[config.mk]
export PLATFORM = sky130hd
export DESIGN_NAME = r5p_bus_arb
export DESIGN_NICKNAME = d
export VERILOG_FILES = /design/src/rtl/r5p_bus_arb.sv
export SDC_FILE = /design/constraint.sdc
export NUM_CORES = 1
export LEC_CHECK = 0
export ABC_AREA = 1
export BUFFER_PORTS_ARGS = -buffer_cell sky130_fd_sc_hd__clkbuf_2
export CORE_AREA = 2 2 121 123
export DETAILED_ROUTE_END_ITERATION = 7
export DIE_AREA = 0 0 123 125
export PLACE_DENSITY_LB_ADDON = 0.1
export RECOVER_POWER = 25
export SYNTH_ARGS = -nofsm -noshare
export SYNTH_HDL_FRONTEND = slang
export SYNTH_SLANG_ARGS = --single-unit
[constraint.sdc]
create_clock -name clk -period 1.45 [get_ports clk]
set_clock_uncertainty 0.1 [all_clocks]
set_input_delay 0.29 -clock clk [delete_from_list [all_inputs] [get_ports clk]]
set_output_delay 0.29 -clock clk [all_outputs]
set_load 0.02 [all_outputs]
[src/rtl/r5p_bus_arb.sv]
// Round-robin N-to-1 bus arbiter in front of the system bus decoder.
// Grants are frozen while a stalled request waits; read data is steered back to the last transfer's owner.
//
// state | meaning
// ARB   | grant chosen each cycle, searching upward from ptr
// HOLD  | previous request stalled by m_rdy=0, grant frozen to hgnt
module r5p_bus_arb #(
    parameter int unsigned AW = 32,
    parameter int unsigned DW = 32,
    parameter int unsigned BW = DW/8,
    parameter int unsigned BN = 2
)(
    input  logic             clk,
    input  logic             rst,
    input  logic [BN-1:0]    s_vld,
    input  logic [BN-1:0]    s_wen,
    input  logic [BN*BW-1:0] s_ben,
    input  logic [BN*AW-1:0] s_adr,
    input  logic [BN*DW-1:0] s_wdt,
    output logic [BN*DW-1:0] s_rdt,
    output logic [BN-1:0]    s_rdy,
    output logic             m_vld,
    output logic             m_wen,
    output logic [BW-1:0]    m_ben,
    output logic [AW-1:0]    m_adr,
    output logic [DW-1:0]    m_wdt,
    input  logic [DW-1:0]    m_rdt,
    input  logic             m_rdy
);

    localparam int unsigned IW = (BN > 1) ? $clog2(BN) : 1;

    typedef enum logic [0:0] {ARB = 1'b0, HOLD = 1'b1} st_t;

    st_t           st;
    logic [IW-1:0] ptr;
    logic [BN-1:0] hgnt;
    logic [BN-1:0] own;
    logic [BN-1:0] gnt;
    logic [IW-1:0] gidx;
    logic          xfer;

    // Search downward from the farthest offset so the nearest requester above ptr is the last to win.
    always_comb begin
        int            j;
        logic [IW-1:0] idx;
        gnt  = '0;
        gidx = '0;
        j    = 0;
        idx  = '0;
        if (st == HOLD) begin
            for (int i = 0; i < int'(BN); i++) begin
                if (hgnt[i] && s_vld[i]) begin
                    gnt[i] = 1'b1;
                    gidx   = IW'(i);
                end
            end
        end else begin
            for (int k = int'(BN) - 1; k >= 0; k--) begin
                j = int'(ptr) + k;
                if (j >= int'(BN)) j = j - int'(BN);
                idx = IW'(j);
                if (s_vld[idx]) begin
                    gnt      = '0;
                    gnt[idx] = 1'b1;
                    gidx     = idx;
                end
            end
        end
    end

    always_comb begin
        m_wen = 1'b0;
        m_ben = '0;
        m_adr = '0;
        m_wdt = '0;
        for (int i = 0; i < int'(BN); i++) begin
            if (gnt[i]) begin
                m_wen = s_wen[i];
                m_ben = s_ben[i*BW +: BW];
                m_adr = s_adr[i*AW +: AW];
                m_wdt = s_wdt[i*DW +: DW];
            end
        end
    end

    assign m_vld = |(gnt & s_vld);
    assign xfer  = m_vld & m_rdy;
    assign s_rdy = gnt & {BN{m_rdy}};

    for (genvar i = 0; i < int'(BN); i++) begin : g_rdt
        assign s_rdt[i*DW +: DW] = own[i] ? m_rdt : '0;
    end

    always_ff @(posedge clk) begin
        if (!rst) begin
            st   <= ARB;
            ptr  <= '0;
            hgnt <= '0;
            own  <= '0;
        end else begin
            own <= xfer ? gnt : '0;
            if (xfer) ptr <= (gidx == IW'(BN - 1)) ? '0 : gidx + 1'b1;
            case (st)
                ARB: begin
                    if (m_vld && !m_rdy) begin
                        st   <= HOLD;
                        hgnt <= gnt;
                    end
                end
                HOLD: begin
                    // A held manager that withdraws its request is released without a transfer.
                    if (xfer || !(|(hgnt & s_vld))) st <= ARB;
                end
                default: st <= ARB;
            endcase
        end
    end

endmodule

==> impl_metrics.ini, run 1 <==
[min_path]
hold_class = input pin to flip-flop
holdPathStages = 3
min_from = rst
hold_path_end = hgnt[1]

[clock_tree]
clock_path_buffers = 2
clock_latency_ps = 230
cts_buffers = 3
htreeDepth = 1
cts_num_sinks = 6
clkTransAtPathRegs_ps = 30
ctsRootBufferMaster = clkbuf_16
cts_tree = done
cts_hold_buf = 0

[detailed_routing]
wl_per_cell_um = 14.3
num_vias = 3823
first_iter_violations = 49
drc = 0
ant_nets = 0
drt-total-wl_um = 13100
via_per_inst = 4.17
firstDrtPassIters = 4

[synth]
synth_fa_ha_area_share_pct = 0
syn_inst = 403
syn_area_sq_mm = 0.00181
synth_nets = 578
yosys.area_share.simple_pct = 48.4
yosys.cell_types.count = 16
synthMuxAreaShare_pct = 0
ys_warn_count = 0
ys_seq_area_share_pct = 6.65
syn_area_per_cell_sq_um = 4.48
synth_compound_area_share_pct = 19.7
ys_seq_elements = 6
synthXorXnorAreaFrac_pct = 0
synth_top_family_by_area = simple AND/OR/NAND/NOR gates

[pwr]
p_leak_uw = 0.00330
max-vdd-ir-drop_mv = 0.322
p_per_area_mw_per_mm2 = 629

[grt]
antenna_found_initial = 2
global_route.overflow_total = 0
grt_max_degree = 27
track_usage_pct = 13.9
grt_pass1_vias = 3497
grt_pass1_wl_um = 16800

[finish]
regArea_sq_um = 136
drive_gt1_share_pct = 74.6
syn_to_final_growth_pct = 225
multi_input_area_sq_mm = 0.00201
nets = 909
stdcell_area_sq_mm = 0.00587
fillers = 1427
stdcell_count = 917

[critical_path]
crit_type = flip-flop to output port
r2r_start = st
r2r-end = hgnt[0]
r2r_slack_ps = -60
worstPathArrival_ps = 1530
endpoint_kind = output port
ff2ff_path_depth = 11
cp_data_required_time_ps = 1060
cp_max_fo = 8
critical_path.startpoint_type = flip-flop

[die]
die_h_um = 125
core_area_sq_mm = 0.0142
start_util_pct = 12.7
die_area_sq_mm = 0.0154
std_cell_rows = 44
die_x_um = 123
ios = 311

[placement]
dp.cells = 885
gp_routability_congestion = 0.759
numPortBuffers = 310
place_area_sq_mm = 0.00368
hpwlAfterDp_um = 8120

[status]
violations = setup timing
status = finished with violations

[sta]
worst_pin_slew_ps = 270
min_period_ps = 1920
rsz0062_at_grt = true
fmaxAchievable_mhz = 520
slew_violations = 0
setup_ws_ps = -473
slew-limit-headroom_pct = 82.0
hold_viol_final = 0
period_share_pct = 133
setup_viol = 88

[job]
maxCapViolCount = 0
-- through the flow --
step | hold WS [ps] | setup TNS, ps | setup WS, ps | utilization (%) | power (uW)
after floorplan | 313 | -9340 | -143 | - | 1290
after global placement | 363 | -20370 | -338 | 25.9 | 2030
after detailed placement | 359 | -19970 | -330 | 25.9 | 2020
after CTS | 212 | -32080 | -469 | 33.9 | 3170
after global routing | 220 | -36060 | -531 | 41.3 | 3890
final | 216 | -29960 | -473 | 41.3 | 3690
-- flip-flops by register name (all words and copies together), names as in the netlist --
name	flops
st	1
ptr	1
own	2
hgnt	2
-- cell usage after synthesis, drive strengths merged --
cell | number | share of area, %
buf | 22 | 9.1
a21oi | 71 | 20
dfxtp | 6 | 6.6
nand2 | 148 | 31
nor2 | 73 | 15
nor3 | 2 | 0.83
inv | 71 | 15
clkbuf | 6 | 1.2
nand3 | 4 | 1.4
-- final cells by class --
class	instances	area share, %
diodes	1	0.0427
clock buffers	3	1.28
inverters	71	4.71
multi-input cells	298	34.2
flip-flops and latches	6	2.32
well taps	184	3.92
repair buffers	354	53.5
-- cells in the final DEF, fill, tap and decap left out, drive strengths merged --
cell type,synthesis,layout
nor3,2,2
nand3,4,4
buf,22,163
dfxtp,6,6
diode,0,1
nand2,148,148
nor2,73,73
a21oi,71,71
clkbuf,6,194
inv,71,71
-- what timing repair did --
action / in CTS / in global routing
endpoints found under the hold margin: 0 / 0
endpoints found under the setup margin: 90 / 131
pin swaps: 10 / 27
buffers inserted: 14 / 1
gates resized for setup: 192 / 419
gates cloned: 10 / 7
-- worst max-delay path, stage by stage, from the launching register on --
cell and delay, ps:
dfxtp_4 380, inv_4 50, nand3_4 60, nand3_4 90
inv_8 100, buf_6 130, buf_16 130, nand2_1 80
a21oi_4 140, buf_8 120
-- logic make-up after synthesis --
| logic type | after synthesis |
|---|---|
| simple gates | 227 |
| compound gates | 71 |
| flops | 6 |
| buf+inv | 99 |
-- routing by layer --
layer | share of wire [%] | vias up | GRT usage, %
li1 | - | 1866 | -
met1 | 32 | 1756 | 12.8
met2 | 58 | 189 | 28.7
met3 | 8.3 | 12 | 3.97
met4 | 1.3 | 0 | 3.28
met5 | 0 | - | 0
-- report_power, final --
part	internal [uW]	switching [uW]
clock	354	92.2
combinational	1510	1540
sequential	176	21.0
total	2040	1650
-- worst max-delay path by stage --
stage | endpoint | from
floorplan | m_adr[0] | ptr
global placement | m_wen | s_vld[0]
detailed placement | m_wen | s_vld[1]
CTS | m_adr[6] | st
global route | m_adr[13] | st
finish | m_ben[1] | st
Note: power is estimated with default switching activity, not from simulation.
==> run 2, diff against run 1 <==
- CORE_AREA: 2 2 121 123 -> 4 4 120 122
- DIE_AREA: 0 0 123 125 -> 0 0 124 126
- SETUP_SLACK_MARGIN: default -> 0.3
==> run 2 against run 1 <==
  * The run still ends with setup timing left
  * Worst setup slack better by 25 ps
  * Clock power hardly changed
  * Critical endpoint is now m_adr[27]
  * First-iteration DRC count is 63% higher
==> impl_metrics.ini, run 2 (synthesis results as in run 1) <==
[detailed_routing]
wl_per_cell_um = 15.5
first_iter_violations = 80
via_per_inst = 4.22
drc = 0
ant_nets = 0
drt-total-wl_um = 14100
num_vias = 3829
firstDrtPassIters = 6

[finish]
syn_to_final_growth_pct = 228
drive_gt1_share_pct = 76.3
stdcell_area_sq_mm = 0.00593
final_cell_mix = clkbuf_2 (174), nand2_4 (73), nor2_1 (68)
nets = 908
reg_top3 = hgnt: 2 flops, own: 2 flops
layout_commonest_cell = clkbuf_2
stdcell_count = 907
diodes = 0

[critical_path]
setup.worst_path.start = st
r2r_start = st
cp-endpoint = m_adr[27]
critical_path.startpoint_type = flip-flop
cp_max_fo = 6
cp_common_cell = nand3_4
r2r-end = hgnt[0]
cp_slowest_cell = dfxtp_4
path_cells = inv_4, nand3_4, nand3_4, clkinv_8, clkbuf_16, nand2_2, a21oi_4, buf_8
r2r_slack_ps = -110
crit_type = flip-flop to output port
endpoint_kind = output port
ff2ff_path_depth = 10
cp_num_cells = 8
path_buf_inv = 4
timing.critical_path.slowest_cell_delay_ps = 380
worstPathArrival_ps = 1510
cp_data_required_time_ps = 1060
crit_family = buffers and inverters

[pwr]
seq_power_share_pct = 5.6
intPower_uw = 1850
max-vdd-ir-drop_mv = 0.325
combPwrFrac_pct = 81.5
p_clk_share_pct = 12.9
p_leak_uw = 0.00362
p_total_uw = 3440
netSwitchingPower_uw = 1590
p_per_area_mw_per_mm2 = 580
p_sw_share_pct = 46.1

[sta]
setup_ws_ps = -447
hold_viol_final = 0
min_period_ps = 1900
worst_pin_slew_ps = 304
slew-limit-headroom_pct = 79.7
hold_ws_ps = 216
setup-tns-final_ps = -31560
setup_viol = 115
rsz0062_at_grt = true
period_share_pct = 131
slew_violations = 0
fmaxAchievable_mhz = 527

[grt]
use_met2_pct = 29.2
grt_pass1_vias = 3520
track_usage_pct = 13.5
use_met1_pct = 12.2
antenna_found_initial = 0
busiest_layer = met2
global_route.overflow_total = 0
grt_max_degree = 36
met3_usage_pct = 3.77
grt_pass1_wl_um = 16900

[status]
violations = setup timing
status = finished with violations

[job]
maxCapViolCount = 0

[placement]
dp.cells = 876
place_area_sq_mm = 0.00375
hpwlAfterDp_um = 9060
numPortBuffers = 310
gp_routability_congestion = 0.784

[die]
start_util_pct = 13.7
core_area_sq_mm = 0.0132
std_cell_rows = 42
die_x_um = 124
die_h_um = 126
die_area_sq_mm = 0.0156
ios = 311

[clock_tree]
clkTransAtPathRegs_ps = 30
cts_buffers = 3
ctsRootBufferMaster = clkbuf_16
htreeDepth = 1
clock_path_buffers = 2
clock_latency_ps = 230
cts_hold_buf = 0
cts_tree = done
cts_num_sinks = 6

[min_path]
min_from = rst
hold_class = input pin to flip-flop
[run 2: cell count changes in the layout (fill, tap and decap cells not counted), sizes merged]
| cell | delta |
|---|---|
| buf | -19 |
| diode | -1 |
| clkinv | +1 |
| clkbuf | +16 |
| nand2 | +1 |
[run 2: worst min path at each step]
stage | end | slack [ps] | cells past startpoint
floorplan | hgnt[1] | 310 | 2
global placement | hgnt[1] | 360 | 2
detailed placement | hgnt[0] | 350 | 2
CTS | hgnt[1] | 210 | 3
global route | hgnt[1] | 230 | 3
finish | hgnt[1] | 220 | 3
[run 2: layer usage]
| metal | vias up | share of wire [%] |
|---|---|---|
| met5 | - | 0 |
| met4 | 0 | 1.1 |
| met3 | 16 | 9.1 |
| met2 | 195 | 58 |
| met1 | 1750 | 31 |
| li1 | 1868 | - |
[run 2: worst min-delay path, cell delays in order]
cell      delay, ps
clkbuf_2        100
nand2_1          70
a21oi_1          40
[run 2: timing repair]
action                     in CTS  in global routing
cloned                          4                 16
setup endpoints to repair     142                142
gates resized for setup       249                364
buffers inserted                4                  4
pin swaps                       8                 39
[run 2: per-stage QoR]
step | setup WS, ps | util (%)
after floorplan | -142 | -
after CTS | -448 | 36.0
after detailed placement | -319 | 28.5
after global routing | -535 | 45.0
final | -447 | 45.0
after global placement | -336 | 28.5
[run 2: cell type report]
type / count / area (sq um)
fill: 1314 / 7260
timing repair buffer: 351 / 3130
multi-input combinational: 299 / 2070
inverter: 71 / 292
tap: 176 / 220
sequential: 6 / 134
clock buffer: 3 / 75.1
timing repair inverter: 1 / 11.3
[run 2: power by group through the flow]
stage	combinational, uW	clock [uW]	sequential [uW]
final	2800	444	194
after global routing	2990	470	197
after CTS	2240	455	192
after detailed placement	1900	0	191
after global placement	1910	0	191
after floorplan	1130	0	188
